===== config.mk =====
export PLATFORM = sky130hd
export DESIGN_NAME = pc_stall_counter_flat
export DESIGN_NICKNAME = d
export VERILOG_FILES = /design/src/rtl/pc_stall_counter_if.sv /design/src/rtl/pc_stall_counter.sv /design/src/flat_wrapper.sv
export SDC_FILE = /design/constraint.sdc
export NUM_CORES = 1
export LEC_CHECK = 0
export ABC_AREA = 1
export CAP_MARGIN = 40
export CORE_MARGIN = 2
export CORE_UTILIZATION = 49
export DETAILED_ROUTE_END_ITERATION = 16
export PLACE_DENSITY = 0.83
export SYNTH_ARGS = -nofsm -noshare
export SYNTH_HDL_FRONTEND = slang
export SYNTH_SLANG_ARGS = --single-unit

===== constraint.sdc =====
create_clock -name clk -period 7.89 [get_ports clk]
set_input_delay 1.9725 -clock clk [delete_from_list [all_inputs] [get_ports clk]]
set_output_delay 1.9725 -clock clk [all_outputs]
set_load 0.05 [all_outputs]

===== src/rtl/pc_stall_counter_if.sv =====
// Request/status bundle between the stall requesters and the PC-enable counter.
// master = requester side (control unit), slave = the counter itself.
interface pc_stall_counter_if #(
    parameter int CNT_W   = 3,
    parameter int NUM_REQ = 2
);
    // Requests are level signals with edge semantics: a 0->1 step on delayEn[i]
    // is one request carrying delayLen[i*CNT_W +: CNT_W]; there is no ready, the
    // counter always accepts or drops (reqDropped) in the cycle the edge is seen.
    logic [NUM_REQ-1:0]       delayEn;
    logic [NUM_REQ*CNT_W-1:0] delayLen;
    logic                     cancel;
    logic                     pcEn;
    logic                     busy;
    logic                     done;
    logic [CNT_W-1:0]         remaining;
    logic                     reqDropped;
    logic                     state_dbg;

    modport master (
        output delayEn, delayLen, cancel,
        input  pcEn, busy, done, remaining, reqDropped, state_dbg
    );

    modport slave (
        input  delayEn, delayLen, cancel,
        output pcEn, busy, done, remaining, reqDropped, state_dbg
    );
endinterface


===== src/rtl/pc_stall_counter.sv =====
// Holds the PC enable low for a programmable number of cycles after any
// request edge, with optional retrigger/extend, cancel and status pulses.
module pc_stall_counter #(
    parameter int CNT_W   = 3,
    parameter int NUM_REQ = 2,
    parameter int RETRIG  = 1
) (
    input  logic                 clk,
    input  logic                 rst,
    pc_stall_counter_if.slave    bus
);

    typedef enum logic {
        IDLE  = 1'b0,
        STALL = 1'b1
    } state_t;

    state_t               state_q, state_d;
    logic [CNT_W-1:0]     count_q, count_d;
    logic [NUM_REQ-1:0]   prev_en_q, prev_en_d;
    logic                 done_q, done_d;
    logic                 drop_q, drop_d;

    logic [NUM_REQ-1:0]   edge_v;
    logic [CNT_W-1:0]     l_new;
    logic [CNT_W-1:0]     dec;
    logic [CNT_W-1:0]     nxt;

    always_ff @(posedge clk or posedge rst) begin
        if (rst) begin
            state_q   <= IDLE;
            count_q   <= '0;
            prev_en_q <= '1;
            done_q    <= 1'b0;
            drop_q    <= 1'b0;
        end else begin
            state_q   <= state_d;
            count_q   <= count_d;
            prev_en_q <= prev_en_d;
            done_q    <= done_d;
            drop_q    <= drop_d;
        end
    end

    // Largest requested length among channels that saw an edge; 0 if none did.
    always_comb begin
        edge_v = bus.delayEn & ~prev_en_q;
        l_new  = '0;
        for (int i = 0; i < NUM_REQ; i++) begin
            if (edge_v[i] && (bus.delayLen[i*CNT_W +: CNT_W] > l_new)) begin
                l_new = bus.delayLen[i*CNT_W +: CNT_W];
            end
        end
    end

    always_comb begin
        state_d   = state_q;
        count_d   = count_q;
        prev_en_d = bus.delayEn;
        done_d    = 1'b0;
        drop_d    = 1'b0;
        dec       = count_q - CNT_W'(1);
        nxt       = dec;

        case (state_q)
            IDLE: begin
                if (l_new != '0) begin
                    state_d = STALL;
                    count_d = l_new;
                end
            end
            STALL: begin
                if (bus.cancel) begin
                    state_d = IDLE;
                    count_d = '0;
                    drop_d  = (l_new != '0);
                end else begin
                    if (l_new != '0) begin
                        if (RETRIG != 0) begin
                            if (l_new > dec) nxt = l_new;
                        end else begin
                            drop_d = 1'b1;
                        end
                    end
                    if (nxt == '0) begin
                        state_d = IDLE;
                        count_d = '0;
                        done_d  = 1'b1;
                    end else begin
                        count_d = nxt;
                    end
                end
            end
            default: begin
                state_d = IDLE;
                count_d = '0;
            end
        endcase
    end

    assign bus.pcEn       = (state_q == IDLE);
    assign bus.busy       = (state_q == STALL);
    assign bus.done       = done_q;
    assign bus.remaining  = count_q;
    assign bus.reqDropped = drop_q;
    assign bus.state_dbg  = logic'(state_q);

endmodule


===== src/flat_wrapper.sv =====
// flat-port wrapper written by rule: the top's interface ports become plain ports
module pc_stall_counter_flat 
#(
    parameter int CNT_W   = 3,
    parameter int NUM_REQ = 2,
    parameter int RETRIG  = 1
)
  (clk, rst, bus_delayEn, bus_delayLen, bus_cancel, bus_pcEn, bus_busy, bus_done, bus_remaining, bus_reqDropped, bus_state_dbg);
  pc_stall_counter_if #(.CNT_W(CNT_W), .NUM_REQ(NUM_REQ)) bus_i ();
  input  logic clk;
  input  logic rst;
  input wire logic [$bits(bus_i.delayEn)-1:0] bus_delayEn;
  input wire logic [$bits(bus_i.delayLen)-1:0] bus_delayLen;
  input wire logic [$bits(bus_i.cancel)-1:0] bus_cancel;
  output wire logic [$bits(bus_i.pcEn)-1:0] bus_pcEn;
  output wire logic [$bits(bus_i.busy)-1:0] bus_busy;
  output wire logic [$bits(bus_i.done)-1:0] bus_done;
  output wire logic [$bits(bus_i.remaining)-1:0] bus_remaining;
  output wire logic [$bits(bus_i.reqDropped)-1:0] bus_reqDropped;
  output wire logic [$bits(bus_i.state_dbg)-1:0] bus_state_dbg;
  assign bus_i.delayEn = bus_delayEn;
  assign bus_i.delayLen = bus_delayLen;
  assign bus_i.cancel = bus_cancel;
  assign bus_pcEn = bus_i.pcEn;
  assign bus_busy = bus_i.busy;
  assign bus_done = bus_i.done;
  assign bus_remaining = bus_i.remaining;
  assign bus_reqDropped = bus_i.reqDropped;
  assign bus_state_dbg = bus_i.state_dbg;
  pc_stall_counter #(.CNT_W(CNT_W), .NUM_REQ(NUM_REQ), .RETRIG(RETRIG)) u_core (.clk(clk), .rst(rst), .bus(bus_i));
endmodule

=== Yosys cells after proc, flatten, opt, wreduce, memory -nomap -nowiden ===
Index checks and enable logic that the tools add are counted.

* Add/sub/neg operators: 1
* Eq/ne operators: 1
* Div/mod/pow operators: 0
* Bitwise logic cells: 3
* Mux-type cells: 19
* Reductions and logical operators: 4
* Shift operators: 0
* $mul: 0
* Order comparisons: 3

{| class="wikitable"
|+ Operator list
! operator !! count
|-
| $mux W3 || 9
|-
| $mux W1 || 8
|-
| $gt A3 B3 Y1 || 2
|-
| $pmux W3 S2 || 1
|-
| $gt A3 B1 Y1 const B || 1
|-
| $logic_not A3 Y1 || 1
|-
| $reduce_bool A3 Y1 || 1
|-
| $sub A3 B1 Y3 const B || 1
|-
| $and A2 B2 Y2 || 1
|-
| $logic_and A1 B1 Y1 || 2
|-
| $ne A2 B1 Y1 const B || 1
|-
| $not A2 Y2 || 1
|-
| $pmux W1 S2 || 1
|-
| $not A1 Y1 || 1
|}

* Memories kept: 0
* RAM bits: 0
* Latch bits: 0
* Bits in read-only memories: 0
* Bits of input ports: 11
* Flip-flop bits (word level): 8

=== Logic depth before layout (Yosys ltp) ===
Gate-level depths: netlist of the first run.

* Depth in word-level cells: 16
* Gate-level depth with buffers: 27

=== Worst setup path after synthesis of the first run ===
No wires, ideal clock.

* Kind: input to register
* Start point: in bus_delayEn[0]
* End point: reg u_core.state_q (netlist: u_core.bus.busy)
* Cell stages on the path: 22
* Setup time: 0.118 ns
* Required time: 7.772 ns
* Arrival: 4.077 ns
* Path slack: 3.695 ns
* Path through: nand2_1 > inv_1 > nand2_1 > ha_1 > a21oi_1 > nand2_2 > nand2_2 > nand2_1 > nand2_2 > inv_1 > ha_1 > a21o_1 > nor2_1 > inv_1 > nand2_1 > nand2_1 > nand2_1 > nand2_1 > nand2_1 > nand3_2 > nand2_1 > nand2_1

* Word-level cells in the longest chain between the ends: 15

{| class="wikitable"
|+ RTL lines
! what !! line !! text
|-
| start: declaration || flat_wrapper.sv:12 || <nowiki>input wire logic [$bits(bus_i.delayEn)-1:0] bus_delayEn;</nowiki>
|-
| $and A2 B2 Y2 * || pc_stall_counter.sv:47 || <nowiki>edge_v = bus.delayEn & ~prev_en_q;</nowiki>
|-
| $logic_and A1 B1 Y1 * || pc_stall_counter.sv:50 || <nowiki>if (edge_v[i] && (bus.delayLen[i*CNT_W +: CNT_W] > l_new)) begin</nowiki>
|-
| $mux W3 * || pc_stall_counter.sv:50 ||
|-
| $gt A3 B3 Y1 || pc_stall_counter.sv:50 ||
|-
| $logic_and A1 B1 Y1 || pc_stall_counter.sv:50 ||
|-
| $mux W3 * || pc_stall_counter.sv:50 ||
|-
| $gt A3 B3 Y1 || pc_stall_counter.sv:80 || <nowiki>if (l_new > dec) nxt = l_new;</nowiki>
|-
| $mux W3 || pc_stall_counter.sv:80 ||
|-
| $mux W3 || pc_stall_counter.sv:78 || <nowiki>if (l_new != '0) begin</nowiki>
|-
| $mux W3 || pc_stall_counter.sv:73 || <nowiki>if (bus.cancel) begin</nowiki>
|-
| $mux W3 || pc_stall_counter.sv:65 || <nowiki>case (state_q)</nowiki>
|-
| $logic_not A3 Y1 || pc_stall_counter.sv:85 || <nowiki>if (nxt == '0) begin</nowiki>
|-
| $mux W1 || pc_stall_counter.sv:85 ||
|-
| $mux W1 || pc_stall_counter.sv:73 ||
|-
| $pmux W1 S2 * || pc_stall_counter.sv:65 ||
|-
| net u_core.state_d || pc_stall_counter.sv:18 || <nowiki>state_t state_q, state_d;</nowiki>
|-
| end signal: assignment || pc_stall_counter.sv:37 || <nowiki>state_q <= state_d;</nowiki>
|-
| end: declaration || pc_stall_counter.sv:18 ||
|}

Mark *: on every way through the listed nets, which the timed path passes. The rest lies on a longest branch. The select of a mux whose other input is x is not followed.
A chain may end at the register's enable or synchronous reset.

=== Worst setup path in the final report of the first run ===
Same ends and word-level chain as after synthesis.

==> results of run 1 <==
==> layer usage <==
layer	up-vias	global-route usage [%]
li1	339	-
met1	273	26.26
met2	21	35.55
met3	2	2.717
met4	0	7.500
met5	-	0
==> final cells by class <==
cell class,instances,area (um^2),area share [%]
Clock buffer,4,26.28,2.970
Inverter,20,75.07,8.487
Multi-Input combinational cell,67,381.6,43.14
Sequential cell,8,202.7,22.91
Tap cell,15,18.77,2.122
Timing Repair Buffer,18,180.2,20.37
==> stage by stage <==
step	setup WS (ps)	hold slack, ps
floorplan	3695	803.1
global placement	3040	557.3
detailed placement	2958	566.7
CTS	3235	591.1
global route	2875	603.6
finish	3240	599.9
==> cells by family after synthesis <==
logic type | count (synthesis)
simple gates | 52
buf+inv | 21
flops | 8
compound gates | 7
fa+ha+maj | 7
xor+xnor | 1
==> registers in the layout, indices dropped and copies added (netlist names) <==
register / flops
u_core.bus.busy: 1
u_core.bus.done: 1
u_core.bus.remaining: 3
u_core.bus.reqDropped: 1
u_core.prev_en_q: 2
==> how the worst max path moves through the flow <==
stage                     cells after the start  slack (ps)      startpoint         endpoint
final                                        23        3240  bus_delayEn[0]  u_core.bus.busy
after global routing                         23        2880  bus_delayEn[0]  u_core.bus.busy
after global placement                       23        3040  bus_delayEn[0]  u_core.bus.busy
after CTS                                    23        3240  bus_delayEn[0]  u_core.bus.busy
after floorplan                              22        3700  bus_delayEn[0]  u_core.bus.busy
after detailed placement                     23        2960  bus_delayEn[0]  u_core.bus.busy
==> Yosys cell counts (all sizes together) <==
cell type / instances
a21o: 1
a21oi: 2
a31oi: 1
buf: 1
dfrtp: 6
dfstp: 2
ha: 7
inv: 20
nand2: 35
nand3: 8
nand3b: 1
nand4: 2
nor2: 6
o21ai: 2
o22ai: 1
xor2: 1
==> worst reg2reg max path, delay by kind of cell, from the launching register on <==
| family | cells | cell delay [ps] |
|---|---|---|
| AO/OA/AOI/OAI | 2 | 350 |
| adder cells (fa/ha/maj) | 2 | 560 |
| flip-flops | 1 | 510 |
| buffers and inverters | 4 | 220 |
| AND/OR/NAND/NOR | 15 | 1140 |
==> where the power goes <==
group,internal (W),switching [W]
combinational,0.0000791,0.000148
clock,0.0000194,0.0000141
sequential,0.0000532,0.0000106
==> summary.txt, run 1 <==
Yosys
  • Adder-Cell Fraction of Synth Area: 13.13%
  • Syn nets: 114
  • Synth Cell Area: around 670 um^2
  • Synth top area share: approximately 23%
  • Largest family of logic cells by synthesized area: simple AND/OR/NAND/NOR gates
  • Syn Area/Cell: 6.947 um^2
  • Compound-Gate Fraction of Synth Area: 6.567%
  • Post-Syn Instances: 96
  • Ys Warns: 0
  • Post-Synth Simple-Gate Area: 36.21%
  • Leading area contributor after synthesis: dfrtp_1
  • Top cells by area, synth: dfrtp_1 23%, nand2_1 17%, ha_1 13%
  • Seq/Total Area, Yosys: 30.39%
  • Yosys cell types: 21
  • Multiplexer share of the synthesized area: 0%
  • Synth Area in XOR/XNOR: under 10%
  • Synth Register Bits: 8

Clocking
  • Cts repair resizes: 0
  • Clk sinks: 8
  • Num CTS Buffers: 3
  • Clock buffer depth: 2
  • Root Driver: clkbuf_4
  • Htree depth: 1
  • CTS tree: built
  • Skew-Pair Late Insertion Delay: 260 ps
  • Cts hold-fix bufs: 0
  • Setup bufs post-CTS: 0
  • Clock slew at reported path FFs: 60 ps

Drt
  • Met2 wire length: roughly 660 um
  • WL final: between 1000 and 1500 um
  • Post-route ant nets: 0
  • Routed WL per cell: approximately 10 um
  • Top Metal Used: met4
  • M1 WL: 596 um
  • Wire length on met3: just under 70 um
  • Vias: around 640
  • Detailed Route Iter0 Violations: 5
  • Drt first pass iters: 4
  • Vias per inst: a little under 5
  • Drt drc: 0

Final layout
  • Non-filler instance count after layout: approximately 130
  • Ant. Diodes: 0
  • Number of filler cells placed in the layout: 120
  • Area Overhead vs Synth: 32.65%
  • Final net count: ~140
  • Layout Utilization: 68.84%
  • Share of layout cells above drive strength 1: 11.97%
  • Most frequent cells in the layout: 30 x nand2_1, 19 x inv_1, 18 x clkdlybuf4s50_1
  • Design Area, Final: 884.6 um^2
  • Commonest non-fill, non-tap cell in the layout: nand2_1

Global route
  • Vias in the first global route: 582
  • Global route total overflow: 0
  • Largest net degree at the start of global routing: 10
  • Total GRT Usage: 20.77%
  • Initial antenna violation count: 0
  • Global-route wire length before repair: 2290 um

Floorplan
  • Die W: about 40 um
  • # IOs: 19
  • Core Region: around 1300 um^2
  • Rows: 13
  • Die area: 1672 um^2
  • Initial Utilization: 51.90%
  • Die height: 40.89 um

Min path
  • Hold path start: u_core.bus.busy
  • Min-Delay Path Class: reg2reg
  • Hold Path End: u_core.bus.remaining[1]
  • Hold path depth: 1

Power
  • VDD IR-drop max: 0.2980 mV
  • Leakage: 0.5119 nW
  • Power Dens Cells: 366.3 nW/um^2
  • Final Power: 0.0003240 W

Timing
  • Slew HR: around two thirds
  • RSZ-0062 raised after global routing: no
  • Endpoints failing setup: 0
  • Final Cycle Share: 58.94%
  • Final slew viol count: 0
  • Skew final: 9.410 ps
  • Setup TNS: 0 ps
  • Worst slew pin tran: 506.1 ps
  • Final min period: 4650 ps
  • Final hold vios: 0
  • F_max: 0.2150 GHz

Critical path
  • Startpoint types: input pin
  • R2R Path Start: u_core.prev_en_q[0]
  • Worst path bufs/invs: 4
  • Reg2reg setup slack: 4990 ps
  • Crit path max-delay family: simple AND/OR/NAND/NOR gates
  • Worst EP required: 8040 ps
  • CP Class: in2reg
  • Worst setup EP type: register
  • Worst-path fanout max: 7
  • Crit path largest cell delay: ~470 ps
  • Critical Path, Cell by Cell: clkdlybuf4s50_1 -> nand2_1 -> inv_1 -> nand2_1 -> ha_1 -> a21oi_1 -> nand2_2 -> nand2_2 -> nand2_1 -> nand2_2 -> inv_1 -> ha_1 -> a21o_1 -> nor2_1 -> inv_1 -> nand2_1 -> nand2_1 -> nand2_1 -> nand2_1 -> nand2_1 -> nand3_2 -> nand2_1 -> nand2_1
  • Crit-path slowest cell: clkdlybuf4s50_1
  • Cell repeated most along the worst path: nand2_1
  • Arr. time, crit path: 4800 ps
  • R2R cell count: 23
  • Critical R2R Capture: u_core.bus.busy

Placed design
  • Gpl congestion: 0.7448
  • Total of buffers placed on input and output ports: 18
  • Cell Area, Placed: 858.3 um^2
  • DP HPWL: between 1000 and 1500 um
  • Cell count after placement: 128

Status
  • Status: finished, final reports clean

Flow run
  • Maxcap violations: 0
Note: power is estimated with default switching activity, not from simulation.
==> run 2, diff against run 1 <==
--- a/config.mk
+++ b/config.mk
@@ -8,9 +8,9 @@
 export ABC_AREA = 1
 export CAP_MARGIN = 40
 export CORE_MARGIN = 2
-export CORE_UTILIZATION = 49
+export CORE_UTILIZATION = 46
 export DETAILED_ROUTE_END_ITERATION = 16
-export PLACE_DENSITY = 0.83
+export PLACE_DENSITY = 0.79
 export SYNTH_ARGS = -nofsm -noshare
 export SYNTH_HDL_FRONTEND = slang
 export SYNTH_SLANG_ARGS = --single-unit
==> constraint.sdc (replaced) <==
create_clock -name clk -period 4.7 [get_ports clk]
set_input_delay 1.175 -clock clk [delete_from_list [all_inputs] [get_ports clk]]
set_output_delay 1.175 -clock clk [all_outputs]
set_load 0.05 [all_outputs]
==> run 2 against run 1 <==
  * Hold slack worse by 25 ps
  * Sequential cell count unchanged
  * Combinational power up 67%
  * First-iteration DRC count up 60%
  * Count of clock-buffer cells in the layout unchanged
  * Highest routed layer unchanged
==> summary.txt, run 2 (synthesis gave the netlist of run 1 again) <==
Final layout
  • Most frequent cells in the layout: 30 x nand2_1, 19 x inv_1, 18 x clkdlybuf4s50_1
  • Share of layout cells above drive strength 1: 11.97%
  • Layout Utilization: 66.32%
  • Ant. Diodes: 0
  • Area Overhead vs Synth: 32.65%
  • Commonest non-fill, non-tap cell in the layout: nand2_1
  • Max reg flops: 3
  • Final net count: 136
  • Number of filler cells placed in the layout: 130

Timing
  • Worst hold margin: 574.8 ps
  • Worst slew pin tran: 502.4 ps
  • Final slew viol count: 0
  • Final min period: approximately 3900 ps
  • Final hold vios: 0
  • Skew final: ~9.5 ps
  • Endpoints failing setup: 0
  • Final Cycle Share: between 80% and 90%
  • Setup TNS: 0 ps
  • Slew HR: 66.40%
  • F_max: 0.2577 GHz
  • Final setup margin: 818.8 ps
  • RSZ-0062 raised after global routing: no

Clocking
  • Cts hold-fix bufs: 0
  • Clock slew at reported path FFs: 60 ps
  • Clk sinks: 8
  • Root Driver: clkbuf_4
  • Cts repair resizes: 0
  • Num CTS Buffers: 3
  • Htree depth: 1
  • Clock buffer depth: 2
  • CTS tree: built
  • Setup bufs post-CTS: 0
  • Skew-Pair Late Insertion Delay: ~250 ps

Power
  • Power Dens Cells: ~600 nW/um^2
  • Sw Ratio: 52.89%
  • Net Sw Power: 0.0002861 W
  • Combinational share of power: between 70% and 80%
  • VDD IR-drop max: 0.3735 mV
  • Leakage: 0.5119 nW
  • Int Pwr: 0.0002548 W
  • Sequential share of power: roughly a fifth
  • Clock power share: around a tenth

Floorplan
  • Rows: 13
  • Core Region: 1334 um^2
  • Die area: 1770 um^2
  • Die W: about 42 um
  • Die height: ~42 um
  • # IOs: 19
  • Initial Utilization: 50.00%

Global route
  • Initial antenna violation count: 0
  • Total GRT Usage: ~17%
  • Global route total overflow: 0
  • Vias in the first global route: just over 600
  • Global-route wire length before repair: 2428 um
  • Largest net degree at the start of global routing: 10

Placed design
  • Gpl congestion: 0.7982
  • DP HPWL: 1090 um
  • Pre-CTS WS: 562.9 ps
  • Total of buffers placed on input and output ports: 18

Drt
  • Vias: 630
  • Detailed Route Iter0 Violations: 8
  • Vias per inst: 4.773
  • Post-route ant nets: 0
  • Drt first pass iters: 4
  • Drt drc: 0
  • Routed WL per cell: 9.803 um
  • WL final: approximately 1300 um

Min path
  • Min-Delay Path Class: reg2reg

Status
  • Status: finished, final reports clean

Critical path
  • Arr. time, crit path: 4020 ps
  • Startpoint types: input pin
  • Worst EP required: 4840 ps
  • Worst-path fanout max: 7
  • Worst setup EP type: register
  • CP Class: in2reg

Flow run
  • Maxcap violations: 0
run 2: cell counts in the layout (fill, tap and decap cells not counted):
Identical to the previous run, type by type.
run 2: per-layer routing:
layer / track usage [%] / part of all wire, % / vias up
met5: 0 / 0 / -
li1: - / - / 342
met4: 5.625 / 0.77 / 0
met3: 3.017 / 3.3 / 2
met1: 22.07 / 48 / 275
met2: 29.69 / 47 / 11
run 2: per-stage QoR:
stage          power (W)  cells  instance area [um^2]
2_1_floorplan  0.0003898     96                 666.9
3_3_place_gp   0.0004768    128                 858.3
3_5_place_dp   0.0004863    128                 858.3
4_1_cts        0.0005451    132                 884.6
5_1_grt        0.0005936    132                 884.6
6_report       0.0005408    132                 884.6
run 2: area by class of cell:
type,count,area (um^2),area share (%)
repair buffers,18,180.2,20.37
well taps,15,18.77,2.122
multi-input cells,67,381.6,43.14
flip-flops and latches,8,202.7,22.91
inverters,20,75.07,8.487
clock buffers,4,26.28,2.970
run 2: power by group through the flow:
stage	logic, W	clock network (W)	registers [W]
finish	0.000380	0.0000539	0.000107
global route	0.000422	0.0000616	0.000110
floorplan	0.000220	0	0.000170
global placement	0.000369	0	0.000107
detailed placement	0.000378	0	0.000108
CTS	0.000380	0.0000573	0.000107
run 2: worst max-delay path: stages:
cell and delay (ps):
clkdlybuf4s50_1 480, nand2_1 50, inv_1 80, nand2_1 70
ha_1 310, a21oi_1 170, nand2_2 100, nand2_2 90
nand2_1 60, nand2_2 130, inv_1 60, ha_1 300
a21o_1 180, nor2_1 120, inv_1 70, nand2_1 100
nand2_1 60, nand2_1 80, nand2_1 50, nand2_1 90
nand3_2 80, nand2_1 70, nand2_1 40
run 2: final timing paths:
check,slack (ps),start,cells past startpoint,end
setup / recovery,820,bus_delayEn[0],23,u_core.bus.busy
hold / removal,570,u_core.bus.busy,1,u_core.bus.remaining[1]
setup reg to reg,1790,u_core.prev_en_q[0],23,u_core.bus.busy
hold reg to reg,570,u_core.bus.busy,1,u_core.bus.remaining[1]
max in group asynchronous,3250,rst,2,u_core.prev_en_q[0]
min in group asynchronous,1160,rst,2,u_core.bus.reqDropped
==> patch 1 (settings of run 2) <==
`RETRIG` is set to 1 in 2 places; all go to 0.
--- a/src/rtl/pc_stall_counter.sv
+++ b/src/rtl/pc_stall_counter.sv
@@ -3,7 +3,7 @@
 module pc_stall_counter #(
     parameter int CNT_W   = 3,
     parameter int NUM_REQ = 2,
-    parameter int RETRIG  = 1
+    parameter int RETRIG  = 0
 ) (
     input  logic                 clk,
     input  logic                 rst,
--- a/src/flat_wrapper.sv
+++ b/src/flat_wrapper.sv
@@ -3,7 +3,7 @@
 #(
     parameter int CNT_W   = 3,
     parameter int NUM_REQ = 2,
-    parameter int RETRIG  = 1
+    parameter int RETRIG  = 0
 )
   (clk, rst, bus_delayEn, bus_delayLen, bus_cancel, bus_pcEn, bus_busy, bus_done, bus_remaining, bus_reqDropped, bus_state_dbg);
   pc_stall_counter_if #(.CNT_W(CNT_W), .NUM_REQ(NUM_REQ)) bus_i ();
Function: changed (a bounded check fails within 4 cycles, from zero or initial values and one cycle with rst high).
==> patch 1 against run 2 <==
  * Largest power group unchanged
  * Sequential share of layout area is 3.0 points higher
  * Power is 23% lower
  * Synthesized area fell by 12%
  * Setup slack better by 0.92 ns
  * Sequential cell count is the same
  * Cell area down 12%
  * Combinational power down 32%
  * Wire length shrank 15%
==> patch 1: results (changes against run 2) <==
[critical_path]
slowest_delay_ns = 0.48  ; about the same
crit_arrival_ns = 3.10  ; was 4.02 ns
r2r_cells = 15  ; was 23
r2r_setup_slack_ns = 2.77  ; was 1.79 ns
path_max_fanout = 4  ; was 7

[power]
p_sw_uw = 210  ; was 286 uW
clk-power_uw = 53.8  ; was 53.9 uW
p_leak_uw = 0.000394  ; was 0.000512 uW
peakVddDrop_v = 0.000389  ; was 0.000373 V
pwr_density_cell_mw_per_mm2 = 535  ; was 611 mW/mm^2

[route]
wl_met3_um = 34  ; was 43 um
met2WireLength_um = 515  ; was 612 um
drt_first_pass_iters = 2  ; was 4
vias_per_cell = 4.62  ; was 4.77
routed_wl_um = 1110  ; was 1290 um
met1_length_um = 535  ; was 627 um

[grt]
grt_pass1_wl_um = 1840  ; was 2430 um
antenna_found_initial = 0  ; unchanged
grt_max_degree = 12  ; was 10
grt_usage_pct = 19.0  ; was 17.4%
use_met1_pct = 22.1  ; about the same
grtUsageMet2_pct = 27.5  ; was 29.7%
grt_pass1_vias = 458  ; was 606

[sta]
skew_ns = 0.00722  ; was 0.00951 ns
slew_headroom_pct = 66.6  ; was 66.4%
fmax_ghz = 0.338  ; was 0.258 GHz
holdWs_ns = 0.533  ; was 0.575 ns

[yosys]
synth_common_cells = 17 x inv_1, 14 x nand2_1, 6 x dfrtp_1, 6 x nand2_2  ; was 30 x nand2_1, 19 x inv_1, 7 x ha_1
ys_seq_area_share_pct = 34.6  ; was 30.4%
synthCells = 75  ; was 96
synth.net_count = 91  ; was 114
synthTopCellsByArea = dfrtp_1 26%, inv_1 11%, ha_1 11%, dfstp_2 9.0%, nand2_1 9.0%  ; was dfrtp_1 23%, nand2_1 17%, ha_1 13%, inv_1 11%, dfstp_2 7.9%

[place]
place_area_um2 = 756  ; was 858 um^2
gp_congestion = 0.744  ; was 0.798
place_ws_ns = 1.48  ; was 0.563 ns

[outcome]
status = finished clean  ; unchanged

[final_layout]
drive_above_1_share_pct = 16.8  ; was 12.0%
final_cell_count_no_fill = 109  ; was 132

[hold_path]
min_path_cells = 2  ; was 1
hold_end = u_core.bus.reqDropped  ; was u_core.bus.remaining[1]

[patch 1: cell count changes in the layout (fill, tap and decap cells not counted), moves of 2 or more]
cell,before,now
nand2_1,30,14
nand3_2,2,0
o31ai_1,0,2
nor2_1,6,4
nand2_2,4,6
ha_1,7,5
inv_1,19,17
[patch 1: kinds of logic (layout without fill, tap and decap cells)]
logic type | Yosys count | after routing | synth area share (%)
AO/OA/AOI/OAI | 5 | 5 | 5.77
XOR/XNOR | 1 | 1 | 1.50
adder cells (fa/ha/maj) | 5 | 5 | 10.7
buffers and inverters | 20 | 40 | 16.2
flip-flops | 8 | 8 | 34.6
AND/OR/NAND/NOR | 36 | 36 | 31.2
[patch 1: cell type report]
| class | count | area [um^2] |
|---|---|---|
| inverters | 18 | 67.6 |
| multi-input cells | 47 | 288 |
| fillers | 106 | 359 |
| well taps | 14 | 17.5 |
| repair buffers | 18 | 180 |
| clock buffers | 4 | 26.3 |
| flip-flops and latches | 8 | 203 |
==> patch 2 (config.mk and constraints of run 2) <==
Without the edit above. Make the reset (`rst`) synchronous in one clocked block.
--- a/src/rtl/pc_stall_counter.sv
+++ b/src/rtl/pc_stall_counter.sv
@@ -26,7 +26,7 @@
     logic [CNT_W-1:0]     dec;
     logic [CNT_W-1:0]     nxt;
 
-    always_ff @(posedge clk or posedge rst) begin
+    always_ff @(posedge clk) begin
         if (rst) begin
             state_q   <= IDLE;
             count_q   <= '0;
Check against the original RTL: differs if rst is asserted again (counterexample within 4 cycles, from zero or initial values and one cycle with rst high); with rst held inactive, the same outputs for 10 cycles.
==> patch 2 against run 2 <==
  * Synthesized area is 15% higher
  * Count of clock-buffer cells in the layout down 1
  * Setup slack got worse by 0.23 ns
  * Cell area grew 11%
  * Sequential cell count unchanged
  * Wire length rose by 33%
Power is not compared: it rests on default switching activity, and its combinational part moved more than twofold at a synthesized area within 25%.
==> patch 2: results (changes against run 2) <==
[sta]
tightest_slew_ns = 0.505  ; was 0.502 ns
final-hold-violation-count = 0  ; unchanged
skew_ns = 0.00195  ; was 0.00951 ns
slew_viol_final = 0  ; unchanged

[grt]
grt_usage_pct = 19.6  ; was 17.4%
grt_max_degree = 8  ; was 10
antenna_found_initial = 0  ; unchanged
grt_pass1_wl_um = 2960  ; was 2430 um
grt_pass1_vias = 738  ; was 606

[critical_path]
path_max_fanout = 6  ; was 7
crit_arrival_ns = 4.24  ; was 4.02 ns
r2r_cells = 24  ; was 23
slowest_delay_ns = 0.57  ; was 0.48 ns
cpLargestDelayFamily = simple AND/OR/NAND/NOR gates  ; unchanged
reg2reg_from = u_core.prev_en_q[0]  ; unchanged

[place]
place_area_um2 = 961  ; was 858 um^2
place_hpwl_um = 1450  ; was 1090 um
dp_cells = 141  ; was 128
place_ws_ns = 0.326  ; was 0.563 ns
gp_congestion = 0.854  ; was 0.798
io_buffer_count = 18  ; unchanged

[yosys]
async_reset_ff_share_pct = 0  ; was 100%
synth_common_cells = 26 x nand2_1, 15 x inv_1, 10 x nand3_1  ; was 30 x nand2_1, 19 x inv_1, 7 x ha_1
ys_seq_area_share_pct = 20.8  ; was 30.4%
synthTopCellsByArea = dfxtp_1 21%, nand2_1 13%, ha_1 9.8%, inv_1 7.3%, nand4_1 7.3%  ; was dfrtp_1 23%, nand2_1 17%, ha_1 13%, inv_1 11%, dfstp_2 7.9%
synth_top_area_cell = dfxtp_1  ; was dfrtp_1
synthCells = 108  ; was 96
synth.net_count = 125  ; was 114
yosys_warnings = 0  ; unchanged

[final_layout]
largest_register_ffs = 3  ; unchanged
antennaDiodeCount = 0  ; unchanged
finalNetCount = 147  ; was 136
drive_above_1_share_pct = 18.0  ; was 12.0%
fill_cells = 145  ; was 130

[route]
met1_length_um = 797  ; was 627 um
vias_per_cell = 5.28  ; was 4.77
met2WireLength_um = 849  ; was 612 um
wl_per_cell_um = 12.0  ; was 9.80 um
drt_first_pass_iters = 4  ; unchanged
wl_met3_um = 66  ; was 43 um
drt_first_iter_violations = 8  ; unchanged
dr_total_vias = 761  ; was 630

[clock_tree]
path_clk_slew_ns = 0.05
htreeDepth = 1  ; unchanged
post_cts_buffers = 0  ; unchanged
clock_latency_ns = 0.24

[outcome]
status = finished clean  ; unchanged

[hold_path]
min_path_cells = 2  ; was 1
hold_start = u_core.bus.remaining[2]  ; was u_core.bus.busy

==> patch 2: cell types whose count changed in the layout (fill, tap and decap cells not counted), sizes merged, moves of 4 or more <==
cell,change
dfrtp,-6
dfxtp,+8
inv,-4
nand3,+7
nand4,+8
==> patch 2: cells by family after synthesis <==
| group | after synthesis | synth area share (%) |
|---|---|---|
| AND/OR/NAND/NOR | 69 | 54.6 |
| buffers and inverters | 17 | 8.79 |
| flip-flops | 8 | 20.8 |
| AO/OA/AOI/OAI | 7 | 4.89 |
| adder cells (fa/ha/maj) | 6 | 9.77 |
| XOR/XNOR | 1 | 1.14 |
==> patch 2: layout make-up <==
type / instances / share of cell area, %
multi-input combinational: 83 / 55.0
timing repair buffer: 18 / 18.3
sequential: 8 / 16.3
clock buffer: 3 / 2.29
inverter: 16 / 6.11
tap: 16 / 2.04
==> patch 2: report_power, final <==
part | switching [uW] | leakage [uW] | internal [uW] | total, uW
clock network | 19.5 | 0.0000138 | 29.0 | 48.5
registers | 5.74 | 0.0000658 | 73.6 | 79.4
logic | 87.3 | 0.000390 | 51.3 | 139
total | 113 | 0.000470 | 154 | 266
==> patch 2: worst reg2reg max path, cell delays in order, from the launching register on <==
cell	delay (ns)
dfxtp_1	0.30
inv_2	0.08
nand3_1	0.14
ha_1	0.33
nand2_1	0.05
inv_1	0.12
nand2_2	0.08
nand2_4	0.09
nand4_1	0.13
nand2_4	0.14
inv_1	0.08
ha_1	0.32
nand2_1	0.06
nor2_1	0.09
nor2_1	0.05
nand2_1	0.07
nand2_1	0.09
inv_1	0.08
nand3_1	0.08
nand2_1	0.06
nand2_1	0.06
nand2_1	0.09
nand3_2	0.09
nor2_1	0.12
nor2_2	0.04
==> patch 2: final timing paths <==
check,endpoint,slack [ns]
setup reg to reg,u_core.bus.busy,1.75
hold reg to reg,u_core.bus.remaining[2],0.52
setup / recovery,u_core.bus.busy,0.59
hold / removal,u_core.bus.remaining[2],0.52
==> patch 2: metrics by stage <==
stage | hold slack [ns] | utilization, %
2_1_floorplan | 0.680 | -
3_3_place_gp | 0.518 | 62.3
3_5_place_dp | 0.513 | 62.3
4_1_cts | 0.520 | 63.8
5_1_grt | 0.549 | 63.8
6_report | 0.518 | 63.8
==> patch 2: routing by layer <==
metal,vias up,global-route usage [%]
li1,398,-
met1,344,24.8
met2,17,33.3
met3,2,1.60
met4,0,9.41
met5,-,0
